## src/rtl/sequence_verifier_pkg.sv

```systemverilog
// Shared types and constants for the sequence verifier game.
// Holds state encoding, result codes and per-level sequence lengths.
package sequence_verifier_pkg;

  typedef enum logic [2:0] {
    S_IDLE      = 3'd0,
    S_ENTRY     = 3'd1,
    S_SUCC_HOLD = 3'd2,
    S_FAIL_HOLD = 3'd3,
    S_END       = 3'd4
  } sv_state_e;

  localparam logic [1:0] RES_BUSY = 2'b00;
  localparam logic [1:0] RES_PASS = 2'b01;
  localparam logic [1:0] RES_FAIL = 2'b10;
  localparam logic [1:0] RES_END  = 2'b11;

  localparam int LEN_L1 = 4;
  localparam int LEN_L2 = 6;
  localparam int LEN_L3 = 8;

  // Index of the final digit of a level; level 0 never reaches ENTRY.
  function automatic logic [2:0] last_idx(input logic [1:0] lvl);
    case (lvl)
      2'd1:    last_idx = 3'(LEN_L1 - 1);
      2'd2:    last_idx = 3'(LEN_L2 - 1);
      default: last_idx = 3'(LEN_L3 - 1);
    endcase
  endfunction

endpackage

```

## src/rtl/sequence_verifier_rom.sv

```systemverilog
// Combinational target-digit lookup indexed by (level, digit_idx).
// Unused slots return 0; they are unreachable from ENTRY.
module sequence_rom
  import sequence_verifier_pkg::*;
(
  input  logic [1:0] level,
  input  logic [2:0] digit_idx,
  output logic [3:0] digit
);

  always_comb begin
    digit = 4'd0;
    case ({level, digit_idx})
      {2'd1, 3'd0}: digit = 4'd3;
      {2'd1, 3'd1}: digit = 4'd1;
      {2'd1, 3'd2}: digit = 4'd4;
      {2'd1, 3'd3}: digit = 4'd1;
      {2'd2, 3'd0}: digit = 4'd5;
      {2'd2, 3'd1}: digit = 4'd9;
      {2'd2, 3'd2}: digit = 4'd2;
      {2'd2, 3'd3}: digit = 4'd6;
      {2'd2, 3'd4}: digit = 4'd5;
      {2'd2, 3'd5}: digit = 4'd3;
      {2'd3, 3'd0}: digit = 4'd5;
      {2'd3, 3'd1}: digit = 4'd8;
      {2'd3, 3'd2}: digit = 4'd9;
      {2'd3, 3'd3}: digit = 4'd7;
      {2'd3, 3'd4}: digit = 4'd9;
      {2'd3, 3'd5}: digit = 4'd3;
      {2'd3, 3'd6}: digit = 4'd2;
      {2'd3, 3'd7}: digit = 4'd3;
      default:      digit = 4'd0;
    endcase
  end

endmodule

```

## src/rtl/sequence_verifier.sv

```systemverilog
// Three-level digit-entry game: checks entered digits against a fixed
// sequence, then holds a pass/fail code for HOLD_CYCLES before an end code.
module sequence_verifier
  import sequence_verifier_pkg::*;
#(
  parameter int HOLD_CYCLES = 1000
) (
  input  logic       clk,
  input  logic       rst,
  input  logic       start,
  input  logic       time_up,
  input  logic       digit_valid,
  input  logic [3:0] digit_in,
  output logic [1:0] s_results,
  output logic [1:0] level,
  output logic [2:0] digit_idx
);

  localparam int HOLD_W = $clog2(HOLD_CYCLES + 1);

  sv_state_e         state_q, state_d;
  logic [1:0]        res_q, res_d;
  logic [1:0]        lvl_q, lvl_d;
  logic [2:0]        idx_q, idx_d;
  logic [HOLD_W-1:0] cnt_q, cnt_d;
  logic [3:0]        target;

  sequence_rom u_rom (
    .level     (lvl_q),
    .digit_idx (idx_q),
    .digit     (target)
  );

  always_ff @(posedge clk) begin
    if (!rst) begin
      state_q <= S_IDLE;
      res_q   <= RES_BUSY;
      lvl_q   <= 2'd0;
      idx_q   <= 3'd0;
      cnt_q   <= '0;
    end else begin
      state_q <= state_d;
      res_q   <= res_d;
      lvl_q   <= lvl_d;
      idx_q   <= idx_d;
      cnt_q   <= cnt_d;
    end
  end

  always_comb begin
    state_d = state_q;
    res_d   = res_q;
    lvl_d   = lvl_q;
    idx_d   = idx_q;
    cnt_d   = cnt_q;
    case (state_q)
      S_IDLE: begin
        res_d = RES_BUSY;
        lvl_d = 2'd0;
        idx_d = 3'd0;
        cnt_d = '0;
        if (start) begin
          state_d = S_ENTRY;
          lvl_d   = 2'd1;
        end
      end
      S_ENTRY: begin
        // time_up wins over a same-cycle digit; level/idx freeze on failure.
        if (time_up || (digit_valid && digit_in != target)) begin
          state_d = S_FAIL_HOLD;
          res_d   = RES_FAIL;
          cnt_d   = HOLD_W'(HOLD_CYCLES);
        end else if (digit_valid) begin
          if (idx_q == last_idx(lvl_q)) begin
            if (lvl_q == 2'd3) begin
              state_d = S_SUCC_HOLD;
              res_d   = RES_PASS;
              cnt_d   = HOLD_W'(HOLD_CYCLES);
            end else begin
              lvl_d = lvl_q + 2'd1;
              idx_d = 3'd0;
            end
          end else begin
            idx_d = idx_q + 3'd1;
          end
        end
      end
      S_SUCC_HOLD, S_FAIL_HOLD: begin
        if (cnt_q <= HOLD_W'(1)) begin
          state_d = S_END;
          res_d   = RES_END;
          cnt_d   = '0;
        end else begin
          cnt_d = cnt_q - HOLD_W'(1);
        end
      end
      S_END: begin
        state_d = S_IDLE;
        res_d   = RES_BUSY;
        lvl_d   = 2'd0;
        idx_d   = 3'd0;
      end
      default: begin
        state_d = S_IDLE;
        res_d   = RES_BUSY;
        lvl_d   = 2'd0;
        idx_d   = 3'd0;
        cnt_d   = '0;
      end
    endcase
  end

  assign s_results = res_q;
  assign level     = lvl_q;
  assign digit_idx = idx_q;

endmodule

```

## config.mk

```make
export PLATFORM = sky130hd
export DESIGN_NAME = sequence_verifier
export DESIGN_NICKNAME = d
export VERILOG_FILES = /design/src/rtl/sequence_verifier_pkg.sv /design/src/rtl/sequence_verifier_rom.sv /design/src/rtl/sequence_verifier.sv
export SDC_FILE = /design/constraint.sdc
export NUM_CORES = 1
export LEC_CHECK = 0
export ABC_AREA = 1
export CORE_MARGIN = 2
export CORE_UTILIZATION = 45
export CTS_BUF_LIST = sky130_fd_sc_hd__clkbuf_16
export DETAILED_ROUTE_END_ITERATION = 6
export HOLD_SLACK_MARGIN = 0.15
export PLACE_DENSITY = 0.73
export SLEW_MARGIN = 0
export SYNTH_ARGS = -nofsm -noshare
export SYNTH_HDL_FRONTEND = slang
export SYNTH_HIERARCHICAL = 1
export SYNTH_SLANG_ARGS = --single-unit
```

## constraint.sdc

```tcl
create_clock -name clk -period 3.2 [get_ports clk]
set_input_delay 0.64 -clock clk [delete_from_list [all_inputs] [get_ports clk]]
set_output_delay 0.64 -clock clk [all_outputs]
set_load 0.02 [all_outputs]
```

After elaboration in Yosys (flattened, before gate mapping)
Memories as Yosys holds them, arrays and structs flattened.
Cells that the tools add are included.
- output and inout port bits: 7
- memories kept: 1
- word-level logic and storage cells: 74
- input port bits: 9
- ROM bits: 128
- flip-flop bits (word level): 20
- equal/unequal tests: 19
- muxes and demuxes: 34
- reductions and logical operators: 9
- order comparisons: 1
- add/subtract/negate cells: 3
- bitwise gates (word level): 2
- memories (name ; words ; bits a word ; rd ports ; clocked after Yosys merged registers in ; wr ports ; line ; source):
    (no name shown) ; 32 ; 4 ; 1 ; 0 ; 0 ; sequence_verifier_rom.sv:13 ; case ({level, digit_idx})
- operator list (operator ; number):
    $mux W10 ; 5
    $mux W3 ; 13
    $pmux W10 S3 ; 1
    $mux W2 ; 9
    $ne A2 B2 Y1 const B ; 6
    $ne A3 B3 Y1 const B ; 4
    $pmux W3 S2 ; 2
    $reduce_and A4 Y1 ; 3
    $le A10 B1 Y1 const B ; 1
    $reduce_and A5 Y1 ; 2
    $sub A10 B1 Y10 const B ; 1
    $pmux W3 S3 ; 1
    $eq A3 B2 Y1 const B ; 2
    $pmux W2 S3 ; 1
    $eq A2 B2 Y1 const B ; 2
    $ne A4 B4 Y1 ; 1
    $pmux W2 S2 ; 1
    $add A3 B1 Y3 const B ; 1
    $eq A3 B1 Y1 const B ; 1
    $eq A3 B3 Y1 ; 1
    $eq A3 B3 Y1 const B ; 1
    $logic_not A3 Y1 ; 1
    $add A2 B1 Y2 const B ; 1
    $eq A2 B1 Y1 const B ; 1
    5 further kinds ; 6

Depth between registers and ports, before layout
An unclocked memory read counts as a cell.
- depth in word-level cells: 11
- gate-level depth with buffers: 21
- mapped depth without buffers: 21

Modules after synthesis
The synthesis kept the hierarchy.
- by module, submodules not included (module ; seq. area each (um^2) ; times used ; area each (um^2) ; cells an instance):
    sequence_verifier ; 400.4 ; 1 ; 1370.1 ; 219
    sequence_rom ; 0.0 ; 1 ; 231.5 ; 42

Worst setup path after synthesis
No wires, ideal clock.
- path kind: register to register
- start: register idx_q[1] (netlist: digit_idx[1])
- end: register idx_q[0] (netlist: digit_idx[0])
- path slack: 0.849 ns
- required time: 3.080 ns
- clock period less this slack: 2.351 ns
- data arrival time: 2.231 ns
- path buffers: 0
- setup time: 0.120 ns
- cell stages (with the launch flop): 18
- path through: dfxtp_1 inv_1 ha_1 or2_1 nand3_1 nand2_1 inv_1 inv_1 nand2_1 nand2_1 nor2_1 nand2_1 nand2_1 nand2_1 nand2_1 nand3_1 o21ai_0 a21oi_1
- word-level cells in the longest chain between the ends: 6
- elaborated cells on any way between the ends: 12
- those cells by class: 4 x eq/ne; 4 x mux; 3 x reduce/logical; 1 x memory
- RTL lines (element ; line ; source):
    start: declaration ; sequence_verifier.sv:24 ; logic [2:0] idx_q, idx_d;
    start signal: assignment ; sequence_verifier.sv:45 ; idx_q <= idx_d;
    $mem_v2 Z32 W4 ; -- ;
    named net target[2] ; sequence_verifier.sv:26 ; logic [3:0] target;
    $ne A4 B4 Y1 ; sequence_verifier.sv:69 ; if (time_up || (digit_valid && digit_in != target)) begin
    $logic_and A1 B1 Y1 ; sequence_verifier.sv:69 ;
    $logic_or A1 B1 Y1 ; sequence_verifier.sv:69 ;
    $ne A2 B2 Y1 (no source line) ; -- ;
    $reduce_and A4 Y1 (no source line) ; -- ;
The timed path passes the listed nets, and every way through them passes these cells. The select of a mux whose other input is x is not followed.
A chain may end at the register's enable or synchronous reset.

Worst setup path in the final report
- start: register idx_q[1] (netlist: digit_idx[1])
- end: register cnt_q[8]
- word-level cells in the longest chain between the ends: 6
- elaborated cells on any way between the ends: 11
- those cells by class: 5 x eq/ne; 2 x mux; 3 x reduce/logical; 1 x memory
- RTL lines (element ; line ; source):
    $mem_v2 Z32 W4 (*) ; -- ;
    named net target[1] ; sequence_verifier.sv:26 ;
    $ne A4 B4 Y1 (*) ; sequence_verifier.sv:69 ;
    $logic_and A1 B1 Y1 (*) ; sequence_verifier.sv:69 ;
    $logic_or A1 B1 Y1 (*) ; sequence_verifier.sv:69 ;
    $ne A3 B3 Y1 (no source line) or $mux W10 (tied branches) ; -- ;
    $reduce_and A4 Y1 (no source line) or $pmux W10 S3 (tied branches) ; -- ;
    end signal: assignment ; sequence_verifier.sv:46 ; cnt_q <= cnt_d;
    end: declaration ; sequence_verifier.sv:25 ; logic [HOLD_W-1:0] cnt_q, cnt_d;
The timed path passes the listed nets; every way through them passes the cells marked *.

==> out/results.ini <==
[run_status]
outcome=finished clean

[clocking]
clk_pin_slew_ns=0.06
cts_made_buffers=3
clkSinkCount=20
cts_hold_buf=0
cts_tree=yes
cts_root_buf=clkbuf_16
htreeDepth=1
clock_path_buffers=2
post_cts_buffers=0
clock_latency_ns=0.25
ctsResizeCount=0

[worst_setup_path]
rrSetupSlack_ns=0.63
end_kind=flip-flop
arrival_ns=2.70
startpoint=digit_idx[1]$_SDFFE_PN0P_
crit_required_ns=3.33
crit_end=cnt_q[8]$_SDFFE_PN0P_
critPathKind=reg -> reg
crit_slowest_cell=dfxtp_1
cp_cell_sequence=inv_1 > ha_1 > inv_1 > nand2_1 > nand2_1 > nand2_1 > nand2_1 > nand2_1 > nand2_1 > inv_1 > nand2_1 > nand2_1 > nor2_1 > nand2_1 > nand2_1 > nand4_1 > nand3_2 > nand2_1 > o21ai_0 > nor2_1
slowest_delay_ns=0.50
cp_max_fo=12
r2r_start=digit_idx[1]$_SDFFE_PN0P_
r2r-end=cnt_q[8]$_SDFFE_PN0P_
critPathLaunchType=flip-flop
reg2reg_depth=20
crit_top_cell=nand2_1

[synth]
synth_xor_area_share_pct=3.281
synth_fp_nets=282
ys.warnings.count=6
syn-cell-area_sq_um=1602
synth_top_family_by_area=simple AND/OR/NAND/NOR gates
yosys.area_share.adder_pct=9.375
synthMuxAreaShare_pct=0
netlist_instances=261
synth-simple-area-share_pct=38.28
synth_top_flop_cell=dfxtp_1
avgSynthCellArea_sq_um=6.136
synthTopCellsByArea=dfxtp_1 (25%), nand2_1 (17%), inv_1 (9.6%)
synth-compound-area-share_pct=12.11
netlist.area_leader.share_pct=25.00
synth-async-reset-ratio_pct=0
yosys.area.top_type=dfxtp_1
ys_types=28
yosys_register_bits=20
yosysSeqAreaShare_pct=25.00
synth_edf_count=0

[final_layout]
finalNonFillerCells=322
drive_gt1_share_pct=6.884
synthToLayoutAreaGrowth_pct=16.25
fin_nets=298
n_antenna_cell=0
design_area_sq_um=1862

[timing]
fin_ws_ns=0.6260
slew_viol_final=0
max_freq_mhz=388.5
setup_violations=0
hold_viol=0
period_needed_ns=2.574
rsz0062_at_grt=no
period_share_pct=80.44
clock_skew_ns=0.001491
slew-limit-headroom_pct=72.80
tightest_slew_ns=0.4076
final.setup.tns_ns=0

[routing]
first_pass_iters=4
final_antenna_net_count=0
first_iter_violations=61
wl_met1_mm=1.845
wl_mm=3.434
wl_met2_mm=1.503
top_layer=met4
vias=1558
viasPerCell=4.839
drc_errors=0
wl_met3_microns=62
wl_per_cell_microns=10.66

[global_route]
antenna_found_initial=0
track_usage_pct=18.20
globalRouteOverflowTotal=0
grt_pass1_wl_mm=5.940
grt_pass1_vias=1365
grt_max_degree=13

[die]
initial_core_util_pct=47.25
die_w_microns=63.66
die_area_sq_um=4052
coreArea_sq_um=3390
row_count=21
die_h_microns=63.66
boundaryPins=16

[flow_run]
drv_cap=0

[min_path]
hold_depth=2
hold_class=reg -> reg

[power_and_ir_drop]
ir_drop_v=0.0003700
p_leak_nw=0.9078
p_per_area_nw_per_um2=935.7
total_power_mw=1.742

[placed_design]
hpwl_mm=2.573
io_buffers=15
place_area_sq_um=1783
dp.cells=318
preCtsSetupSlack_ns=0.6593
routabilityCongestion=0.8441

placed cells by master, fill, tap and decap left out:
| cell type | netlist | final |
|---|---|---|
| ha_1 | 12 | 12 |
| a31oi_1 | 1 | 1 |
| or2_1 | 1 | 1 |
| nand3_4 | 1 | 1 |
| clkdlybuf4s50_1 | 0 | 15 |
| clkinv_1 | 0 | 1 |
| nand2_2 | 4 | 4 |
| inv_2 | 3 | 3 |
| nor3_1 | 2 | 2 |
| nand4_1 | 4 | 4 |
| nand3_2 | 2 | 2 |
| a21oi_1 | 14 | 14 |
| or2_2 | 2 | 2 |
| nor2_1 | 26 | 26 |
| nand3_1 | 20 | 20 |
| o31ai_1 | 1 | 1 |
| o32ai_1 | 1 | 1 |
| o21ai_1 | 3 | 3 |
| or2_4 | 1 | 1 |
| o22ai_1 | 2 | 2 |
| a21oi_2 | 1 | 1 |
| dfxtp_1 | 20 | 20 |
| xor2_1 | 6 | 6 |
| nor2_2 | 2 | 2 |
| inv_1 | 41 | 41 |
| nand2_1 | 74 | 74 |
| o21ai_0 | 13 | 13 |
| clkbuf_16 | 0 | 3 |
cells by family (layout without fill, tap and decap cells):
logic type | count (synthesis) | in the layout
xor gates and xnor gates | 6 | 6
DFF | 20 | 20
adders and majority gates | 12 | 12
buffers and inverters | 48 | 63
AOI/OAI and AO/OA | 36 | 36
and+or+nand+nor | 139 | 139
metrics by stage:
step                      hold slack, ns  util (%)
after floorplan                   0.4529         -
after global placement            0.4397     52.60
after detailed placement          0.4412     52.60
after CTS                         0.4498     54.93
after global routing              0.4737     54.93
final                             0.4441     54.93
flip-flops by register name (all words and copies together) (netlist names):
signal,count
digit_idx,3
state_q,3
s_results,2
level,2
cnt_q,10
worst min-delay path by stage:
| stage | start | slack [ns] | end |
|---|---|---|---|
| final | s_results[0]$_SDFFE_PN0P_ | 0.44 | s_results[0]$_SDFFE_PN0P_ |
| after global routing | s_results[0]$_SDFFE_PN0P_ | 0.47 | s_results[0]$_SDFFE_PN0P_ |
| after CTS | s_results[0]$_SDFFE_PN0P_ | 0.45 | s_results[0]$_SDFFE_PN0P_ |
| after detailed placement | s_results[0]$_SDFFE_PN0P_ | 0.44 | s_results[0]$_SDFFE_PN0P_ |
| after global placement | s_results[0]$_SDFFE_PN0P_ | 0.44 | s_results[0]$_SDFFE_PN0P_ |
| after floorplan | cnt_q[1]$_SDFFE_PN0P_ | 0.45 | cnt_q[1]$_SDFFE_PN0P_ |
critical path, delay by kind of cell, from the launching register on:
kind | cells | cell delay [ns]
buf+inv | 3 | 0.27
simple gates | 15 | 1.37
flops | 1 | 0.50
fa+ha+maj | 1 | 0.23
compound gates | 1 | 0.08
report_power, final:
group          internal [mW]  switching, mW  leakage [nW]
Sequential             0.337          0.110         0.164
Clock                  0.167         0.0942        0.0385
Combinational          0.401          0.633         0.705
layout make-up:
type | count | area [sq um]
Clock buffer | 3 | 75.07
Clock inverter | 1 | 3.754
Fill cell | 327 | 1528
Inverter | 44 | 165.2
Multi-Input combinational cell | 193 | 1010
Sequential cell | 20 | 400.4
Tap cell | 46 | 57.56
Timing Repair Buffer | 15 | 150.1
cells in the mapped netlist, drive strengths merged, types with 4 or more instances:
master / n
a21oi: 15
dfxtp: 20
ha: 12
inv: 44
nand2: 78
nand3: 23
nand4: 4
nor2: 28
o21ai: 16
or2: 4
xor2: 6
layer usage:
layer,up-vias,track usage (%)
li1,854,-
met1,684,24.67
met2,18,29.47
met3,2,2.143
met4,0,6.793
met5,-,0
(Power assumes the default switching activity.)
